**src/rtl/demux5_buffered_if.sv**
```systemverilog
// Handshake bundle for demux5_buffered: one producer-side input port and
// N_OUT independent one-entry output slots with error/discard status.
interface demux5_buffered_if #(
  parameter int unsigned DATA_W = 32,
  parameter int unsigned N_OUT  = 5,
  parameter int unsigned CNT_W  = 8
);
  logic [2:0]              state;
  logic                    in_valid;
  logic [DATA_W-1:0]       in_data;
  logic                    in_ready;
  logic [N_OUT*DATA_W-1:0] out_data;
  logic [N_OUT-1:0]        out_valid;
  logic [N_OUT-1:0]        out_ready;
  logic                    err;
  logic                    err_clr;
  logic [CNT_W-1:0]        discard_cnt;

  modport master (
    output state, in_valid, in_data, out_ready, err_clr,
    input  in_ready, out_data, out_valid, err, discard_cnt
  );

  modport slave (
    input  state, in_valid, in_data, out_ready, err_clr,
    output in_ready, out_data, out_valid, err, discard_cnt
  );
endinterface

```
**src/rtl/demux5_buffered.sv**
```systemverilog
// Registered 1-to-N_OUT write distributor: steers each accepted word into a
// one-entry buffer per destination; invalid selects are discarded and counted.
module demux5_buffered #(
  parameter int unsigned DATA_W = 32,
  parameter int unsigned N_OUT  = 5,
  parameter int unsigned CNT_W  = 8
) (
  input logic              clk,
  input logic              reset,
  demux5_buffered_if.slave bus
);

  logic [N_OUT-1:0]             full_q, full_d;
  logic [N_OUT-1:0][DATA_W-1:0] data_q, data_d;
  logic                         err_q, err_d;
  logic [CNT_W-1:0]             cnt_q, cnt_d;
  logic                         sel_ok;
  logic                         in_ready;
  logic                         accept;

  // Invalid selects never stall the producer; valid ones pass through a draining slot.
  always_comb begin
    sel_ok   = 1'b0;
    in_ready = 1'b1;
    for (int unsigned i = 0; i < N_OUT; i++) begin
      if (bus.state == 3'(i)) begin
        sel_ok   = 1'b1;
        in_ready = !full_q[i] || bus.out_ready[i];
      end
    end
  end

  assign accept = bus.in_valid && in_ready;

  // A write to a slot wins over its drain in the same cycle.
  always_comb begin
    full_d = full_q;
    data_d = data_q;
    for (int unsigned i = 0; i < N_OUT; i++) begin
      if (accept && bus.state == 3'(i)) begin
        data_d[i] = bus.in_data;
        full_d[i] = 1'b1;
      end else if (full_q[i] && bus.out_ready[i]) begin
        full_d[i] = 1'b0;
      end
    end
  end

  // Clear first, then a concurrent discard sets err and counts from zero.
  always_comb begin
    err_d = err_q && !bus.err_clr;
    cnt_d = bus.err_clr ? '0 : cnt_q;
    if (accept && !sel_ok) begin
      err_d = 1'b1;
      if (cnt_d != '1) begin
        cnt_d = cnt_d + CNT_W'(1);
      end
    end
  end

  always_ff @(posedge clk or posedge reset) begin
    if (reset) begin
      full_q <= '0;
      data_q <= '0;
      err_q  <= 1'b0;
      cnt_q  <= '0;
    end else begin
      full_q <= full_d;
      data_q <= data_d;
      err_q  <= err_d;
      cnt_q  <= cnt_d;
    end
  end

  assign bus.in_ready    = in_ready;
  assign bus.out_valid   = full_q;
  assign bus.out_data    = data_q;
  assign bus.err         = err_q;
  assign bus.discard_cnt = cnt_q;

endmodule

```
**src/flat_wrapper.sv**
```systemverilog
// flat-port wrapper written by rule: the top's interface ports become plain ports
module demux5_buffered_flat 
#(
  parameter int unsigned DATA_W = 32,
  parameter int unsigned N_OUT  = 5,
  parameter int unsigned CNT_W  = 8
)
  (clk, reset, bus_state, bus_in_valid, bus_in_data, bus_out_ready, bus_err_clr, bus_in_ready, bus_out_data, bus_out_valid, bus_err, bus_discard_cnt);
  demux5_buffered_if #(.DATA_W(DATA_W), .N_OUT(N_OUT), .CNT_W(CNT_W)) bus_i ();
  input logic clk;
  input logic reset;
  input wire logic [$bits(bus_i.state)-1:0] bus_state;
  input wire logic [$bits(bus_i.in_valid)-1:0] bus_in_valid;
  input wire logic [$bits(bus_i.in_data)-1:0] bus_in_data;
  input wire logic [$bits(bus_i.out_ready)-1:0] bus_out_ready;
  input wire logic [$bits(bus_i.err_clr)-1:0] bus_err_clr;
  output wire logic [$bits(bus_i.in_ready)-1:0] bus_in_ready;
  output wire logic [$bits(bus_i.out_data)-1:0] bus_out_data;
  output wire logic [$bits(bus_i.out_valid)-1:0] bus_out_valid;
  output wire logic [$bits(bus_i.err)-1:0] bus_err;
  output wire logic [$bits(bus_i.discard_cnt)-1:0] bus_discard_cnt;
  assign bus_i.state = bus_state;
  assign bus_i.in_valid = bus_in_valid;
  assign bus_i.in_data = bus_in_data;
  assign bus_i.out_ready = bus_out_ready;
  assign bus_i.err_clr = bus_err_clr;
  assign bus_in_ready = bus_i.in_ready;
  assign bus_out_data = bus_i.out_data;
  assign bus_out_valid = bus_i.out_valid;
  assign bus_err = bus_i.err;
  assign bus_discard_cnt = bus_i.discard_cnt;
  demux5_buffered #(.DATA_W(DATA_W), .N_OUT(N_OUT), .CNT_W(CNT_W)) u_core (.clk(clk), .reset(reset), .bus(bus_i));
endmodule
```
**config.mk**
```make
export PLATFORM = sky130hd
export DESIGN_NAME = demux5_buffered_flat
export DESIGN_NICKNAME = d
export VERILOG_FILES = /design/src/rtl/demux5_buffered_if.sv /design/src/rtl/demux5_buffered.sv /design/src/flat_wrapper.sv
export SDC_FILE = /design/constraint.sdc
export NUM_CORES = 1
export LEC_CHECK = 0
export ABC_AREA = 1
export BUFFER_PORTS_ARGS = -buffer_cell sky130_fd_sc_hd__buf_2
export CORE_ASPECT_RATIO = 1.75
export CORE_MARGIN = 1
export CORE_UTILIZATION = 30
export DETAILED_ROUTE_END_ITERATION = 8
export SETUP_SLACK_MARGIN = 0.05
export SYNTH_ARGS = -nofsm -noshare
export SYNTH_HDL_FRONTEND = slang
export SYNTH_SLANG_ARGS = --single-unit
```
**constraint.sdc**
```tcl
create_clock -name clk -period 9.5 [get_ports clk]
set_input_delay 1.9 -clock clk [delete_from_list [all_inputs] [get_ports clk]]
set_output_delay 1.9 -clock clk [all_outputs]
set_load 0.1 [all_outputs]
```
==> results of run 1 <==
[final cells by class]
class	count	area, µm²	share of cell area
Sequential cell	174	4350	0.465
Multi-Input combinational cell	593	2730	0.292
Timing Repair Buffer	231	1190	0.127
Clock buffer	19	443	0.0473
Tap cell	312	390	0.0417
Clock inverter	13	155	0.0166
Inverter	26	103	0.0109
[layer usage]
metal	up-vias	share of wire	track usage
met2	265	0.53	0.362
met5	-	0	0
met1	3380	0.38	0.232
met4	0	0.043	0.116
li1	3278	-	-
met3	50	0.047	0.0406
[where the power goes]
group          total, mW  switching (mW)  internal (mW)
logic               1.43            1.27          0.160
clock network      0.720           0.320          0.400
registers          0.960          0.0800          0.880
total               3.11            1.67           1.44
[worst max-delay path, delay by kind of cell]
kind,cells,cell delay [ns]
buffers and inverters,3,1.10
and+or+nand+nor,3,0.96
[how the worst min path moves through the flow]
stage / slack, ns / depth (start not counted) / endpoint / from
after floorplan: 0.98 / 2 / u_core.bus.out_data[33] / u_core.bus.out_data[33]
after global placement: 0.45 / 2 / u_core.bus.out_data[57] / u_core.bus.out_data[57]
after detailed placement: 0.45 / 2 / u_core.bus.out_data[129] / u_core.bus.out_data[129]
after CTS: 0.47 / 2 / u_core.bus.out_data[146] / u_core.bus.out_data[146]
after global routing: 0.49 / 2 / u_core.bus.out_data[87] / u_core.bus.out_data[87]
final: 0.47 / 2 / u_core.bus.out_data[93] / u_core.bus.out_data[93]
[state kept, by name, summed over array words and instances, names as in the netlist]
| signal | flops |
|---|---|
| u_core.bus.err | 1 |
| u_core.bus.out_valid | 5 |
| u_core.bus.discard_cnt | 8 |
| u_core.bus.out_data | 160 |
[layout by cell type, fill, tap and decap left out]
cell	n
clkbuf_16	17
nor3_4	1
buf_4	14
nor2_1	20
buf_2	217
clkinv_4	4
nand2_1	369
clkbuf_1	1
bufinv_16	2
dfrtp_1	174
inv_2	3
inv_8	1
inv_1	22
nor3_2	1
nand4_1	176
or2_2	1
clkinvlp_4	3
clkbuf_8	1
o21ai_1	1
nand2_4	1
nor2_2	1
inv_6	4
o21ai_0	2
nand3_1	19
ha_1	1
[kinds of logic after synthesis]
| logic type | synth area share |
|---|---|
| AOI/OAI and AO/OA | 0.00201 |
| adders and majority gates | 0.00168 |
| DFF | 0.584 |
| buffers and inverters | 0.0507 |
| and+or+nand+nor | 0.361 |
[stage by stage]
step / util / power, mW / instance area [µm²] / hold WS, ns
final: 0.382 / 3.11 / 9370 / 0.466
after global routing: 0.382 / 3.22 / 9370 / 0.486
after CTS: 0.382 / 3.14 / 9370 / 0.470
after detailed placement: 0.358 / 2.41 / 8770 / 0.453
after global placement: 0.358 / 2.40 / 8770 / 0.449
after floorplan: - / 2.15 / 7450 / 0.975
==> results by group, run 1 <==
Timing
  • Final setup viols: 0
  • Slew Viols, Final: 0
  • Final period utilization: 0.621
  • Setup_tns: 0 ns
  • F_max: 170 MHz
  • Final min period: 5.90 ns
  • Final WS setup: 3.60 ns
  • Max-slew headroom: 0.215
  • Unrepaired setup endpoints after global routing: no
  • Fin. Hold Viols: 0
  • Clock skew: 0.0121 ns
  • Worst Tran Pin Value: 1.18 ns

Clock network
  • Postcts setup bufs: 0
  • TritonCTS sink count: 174
  • Root buf cell: clkbuf_16
  • Cts hold-fix bufs: 0
  • CTS H-tree lvls: 4
  • Number of gates resized after CTS: 0
  • Largest buffer count on any clock path: 2
  • CTS clk-pin slew, worst paths: 0.06 ns
  • CTS tree: done
  • Num CTS Buffers: 17
  • Clk_lat worst skew: 0.45 ns

Worst hold path
  • Hold Crit Class: flip-flop to flip-flop

Power
  • Power Dens Cells: 332 nW/µm²
  • VDD IR-drop max: 0.151 mV
  • Leakage Power: 5.27 nW

Routing
  • Drt first pass iters: 9
  • Wire length per cell: 18.9 µm
  • Via Count: 6973
  • ANT nets after route: 0
  • Initial DRC Count: 515
  • Final wirelength: 25800 µm
  • DRC: 1
  • Via/cell ratio: 5.10

Synthesis
  • Most frequent cell after synthesis: nand2_1
  • Net count after synthesis: 905
  • Yosys top cell area share: 0.584
  • Syn Area/Cell: 8.67 µm²
  • Top cells by area, synth: dfrtp_1, nand2_1, nand4_1, clkbuf_1, buf_2
  • Sequential-to-total area share from yosys stat: 0.584
  • Yosys cell types: 18
  • Flops & latches, synth: 174
  • Warnings, synthesis: 0
  • Asr flop ratio synth: 1.00
  • Ys flop type: dfrtp_1
  • Synth Cell Area: 7450 µm²
  • Commonest cells in the netlist: nand2_1, nand4_1, dfrtp_1, clkbuf_1, inv_1
  • Cells after synthesis: 860
  • Post-synth EDFFs: 0
  • Biggest area consumer among synthesized cells: dfrtp_1

Worst setup path
  • Reg2reg setup slack: 6.84 ns
  • R2r endpoint: u_core.bus.out_data[2]
  • Critical R2R Launch: u_core.bus.out_valid[3]
  • Critical Path Fanout Max: 79
  • Critical-path cell list: buf_2 > nor3_4 > buf_4 > nand2_1 > nand2_4 > buf_2
  • Critical Path RT: 7.60 ns
  • Critical path arrival: 4.00 ns
  • Most common cell on crit path: buf_2
  • CP Capture Point: bus_in_ready
  • Crit start category: primary input
  • R2r worst-path depth: 8
  • Slowest-stage cell, CP: nand2_4
  • CP Class: primary input to output port
  • Critical Path Sink Type: output port
  • Crit path launch: bus_state[0]
  • Worst path max stage delay: 0.63 ns

Status
  • Status: complete, but fails checks
  • Failing checks: design-rule violations

Global route
  • First-pass GRT wire length: 39400 µm
  • Initial antenna violation count: 0
  • Gr usage total: 0.207
  • Total grt overflow: 0
  • Vias in the first global route: 6766
  • Pin count of the biggest net entering global routing: 111

Placed design
  • Placer Congestion: 0.799
  • # port buffers: 218
  • Placed Instances: 1336
  • DP HPWL: 16700 µm
  • Placement Setup Slack: 3.58 ns

Layout
  • Antenna Cells: 0
  • Fill cells: 2599
  • Share of cells above drive strength 1: 0.257
  • Layout area overhead: 25.7%
  • Final #Nets: 1088
  • Post-Layout Cell Count: 1368

Floorplan
  • Core Area: 24500 µm²
  • I/O pin count: 219
  • Die H: 211 µm
  • Die X: 121 µm
  • Die ar.: 25500 µm²
  • # rows: 76
  • Initial core utilization: 0.304

Flow run
  • Max-cap viol count: 0
(Power assumes the default switching activity.)
==> run 2: changes to the inputs <==
--- a/config.mk
+++ b/config.mk
@@ -5,7 +5,7 @@
 export SDC_FILE = /design/constraint.sdc
 export NUM_CORES = 1
 export LEC_CHECK = 0
-export ABC_AREA = 1
+export ABC_AREA = 0
 export BUFFER_PORTS_ARGS = -buffer_cell sky130_fd_sc_hd__buf_2
 export CORE_ASPECT_RATIO = 1.75
 export CORE_MARGIN = 1
==> constraint.sdc (replaced) <==
create_clock -name clk -period 4.95 [get_ports clk]
set_input_delay 0.99 -clock clk [delete_from_list [all_inputs] [get_ports clk]]
set_output_delay 0.99 -clock clk [all_outputs]
set_load 0.1 [all_outputs]
==> results by group, run 2 <==
Synthesis
  • Flops & latches, synth: 174 (unchanged)
  • Warnings, synthesis: 0 (unchanged)
  • Commonest cells in the netlist: dfrtp_1, mux2_2, buf_2, mux2_4, nand2b_1
  • Biggest area consumer among synthesized cells: dfrtp_1
  • Syn Area/Cell: 16.3 µm² (+88%)
  • Yosys top cell area share: 0.636 (+0.0520)
  • Yosys cell types: 46 (+28)
  • Synth Cell Area: 6840 µm² (-8.2%)
  • Sequential-to-total area share from yosys stat: 0.636 (+0.0520)
  • Cells after synthesis: 420 (-51%)
  • Top cells by area, synth: dfrtp_1, mux2_2, mux2_4, buf_2, buf_12
  • Ys flop type: dfrtp_1
  • Net count after synthesis: 465 (-49%)
  • Most frequent cell after synthesis: dfrtp_1
  • Post-synth EDFFs: 0 (unchanged)
  • Asr flop ratio synth: 1.00 (unchanged)

Timing
  • Fin. Hold Viols: 0 (unchanged)
  • F_max: 308 MHz
  • Slew Viols, Final: 0 (unchanged)
  • Unrepaired setup endpoints after global routing: no
  • Max-slew headroom: 0.274 (+0.0584)
  • Final setup viols: 0 (unchanged)
  • Final period utilization: 0.655
  • Final min period: 3.24 ns
  • Setup_tns: 0 ns (unchanged)
  • Worst Tran Pin Value: 1.09 ns (-0.0876 ns)
  • Clock skew: 0.00697 ns (-0.00517 ns)

Clock network
  • Root buf cell: clkbuf_16
  • Largest buffer count on any clock path: 2 (unchanged)
  • Postcts setup bufs: 0 (unchanged)
  • CTS clk-pin slew, worst paths: 0.07 ns (about the same)
  • CTS tree: done
  • Num CTS Buffers: 17 (unchanged)
  • TritonCTS sink count: 174 (unchanged)
  • Cts hold-fix bufs: 0 (unchanged)
  • Clk_lat worst skew: 0.45 ns (about the same)
  • Number of gates resized after CTS: 0 (unchanged)
  • CTS H-tree lvls: 4 (unchanged)

Worst setup path
  • Worst path max stage delay: 0.46 ns (-0.17 ns)
  • Critical R2R Launch: u_core.bus.out_valid[2]
  • Critical Path Sink Type: output port
  • Critical path arrival: 2.25 ns (-1.75 ns)
  • R2r endpoint: u_core.bus.out_data[74]
  • Reg2reg setup slack: 2.66 ns (-4.18 ns)
  • CP Class: primary input to output port
  • Worst path bufs/invs: 2 (-1)
  • CP Capture Point: bus_in_ready
  • Critical path depth: 5 (-1)
  • Critical Path Fanout Max: 3 (-96%)
  • R2r worst-path depth: 4 (-4)
  • Critical path's top delay family: buffers and inverters
  • Crit path launch: bus_out_ready[2]
  • Critical Path RT: 3.96 ns (-3.64 ns)
  • Critical-path cell list: buf_2 > and2b_2 > a211o_1 > a22oi_1 > buf_2
  • Crit start category: primary input
  • Slowest-stage cell, CP: buf_2
  • Most common cell on crit path: buf_2

Power
  • Power Dens Cells: 704 nW/µm² (+110%)
  • Leakage Power: 4.25 nW (-19%)
  • VDD IR-drop max: 0.424 mV (+180%)

Layout
  • Max reg flops: 160 (unchanged)
  • Antenna Cells: 0 (unchanged)
  • Cell area after layout: 8750 µm² (-6.6%)
  • Commonest non-fill, non-tap cells in the layout: buf_2, dfrtp_1, mux2_2
  • Commonest non-fill, non-tap cell in the layout: buf_2
  • Final #Nets: 686 (-37%)
  • Share of cells above drive strength 1: 0.647 (+0.390)
  • Post-Layout Cell Count: 950 (-31%)
  • Layout area overhead: 27.9%

Global route
  • Gr usage total: 0.163 (-0.0442)
  • Vias in the first global route: 4886 (-28%)
  • First-pass GRT wire length: 27700 µm (-30%)
  • Total grt overflow: 0 (unchanged)
  • Initial antenna violation count: 0 (unchanged)
  • Pin count of the biggest net entering global routing: 170 (+53%)

Routing
  • ANT nets after route: 0 (unchanged)
  • Wire length per cell: 18.7 µm (-1.1%)
  • DRC: 0 (-1)
  • Via Count: 4396 (-37%)
  • Initial DRC Count: 172 (-67%)
  • Drt first pass iters: 4 (-5)
  • Final wirelength: 17700 µm (-31%)
  • Via/cell ratio: 4.63 (-9.2%)

Floorplan
  • I/O pin count: 219 (unchanged)
  • # rows: 72 (-5.3%)
  • Die H: 202 µm (-4.1%)
  • Die ar.: 23400 µm² (-8.1%)
  • Initial core utilization: 0.308 (+0.00378)
  • Die X: 116 µm (-4.1%)
  • Core Area: 22300 µm² (-9.3%)

Status
  • Status: completed

Flow run
  • Max-cap viol count: 0 (unchanged)

Placed design
  • Area of placed instances: 8180 µm² (-6.8%)
  • DP HPWL: 12300 µm (-26%)
  • Placed Instances: 918 (-31%)
  • Placer Congestion: 0.776 (-2.8%)
  • # port buffers: 218 (unchanged)

Worst hold path
  • Hold Crit Class: primary input to asynchronous set/reset pin
-- run 2: worst min path at each step --
stage / cells after the start / startpoint / slack [ns] / endpoint
6_report: 2 / reset / 0.44 / u_core.bus.out_data[8]
5_1_grt: 2 / reset / 0.43 / u_core.bus.out_data[72]
4_1_cts: 2 / reset / 0.41 / u_core.bus.out_data[8]
3_5_place_dp: 1 / u_core.bus.out_data[127] / 0.48 / u_core.bus.out_data[127]
3_3_place_gp: 1 / u_core.bus.out_data[61] / 0.47 / u_core.bus.out_data[61]
2_1_floorplan: 2 / u_core.bus.err / 0.96 / u_core.bus.err
-- run 2: final cells by class --
class	instances	area, µm²
inverters	3	15.0
well taps	296	370
clock buffers	19	443
repair buffers	223	1140
fillers	2140	13500
clock inverters	13	129
multi-input cells	222	2300
flip-flops and latches	174	4350
-- run 2: per-layer routing --
metal	part of all wire	track usage	wire length, µm
met5	0	0	0
met2	0.57	0.297	10100
met1	0.34	0.156	6060
met3	0.041	0.0441	734
met4	0.046	0.103	816
-- run 2: cells by family after synthesis --
group	count (synthesis)	share of synthesized area
compound gates	16	0.0174
xor+xnor	1	0.00128
fa+ha+maj	1	0.00183
buf+inv	24	0.0280
flops	174	0.636
mux	164	0.273
simple gates	40	0.0428
-- run 2: stage by stage --
step	utilization	hold slack [ns]	power (mW)	setup WS [ns]
finish	0.393	0.444	6.16	1.71
global route	0.393	0.426	6.35	1.64
CTS	0.393	0.412	6.22	1.70
detailed placement	0.368	0.480	4.89	1.70
global placement	0.368	0.475	4.86	1.68
floorplan	-	0.963	4.39	0.919
-- run 2: power by group --
part	switching, mW	internal (mW)
clock	0.595	0.715
sequential	0.156	1.72
combinational	2.53	0.441
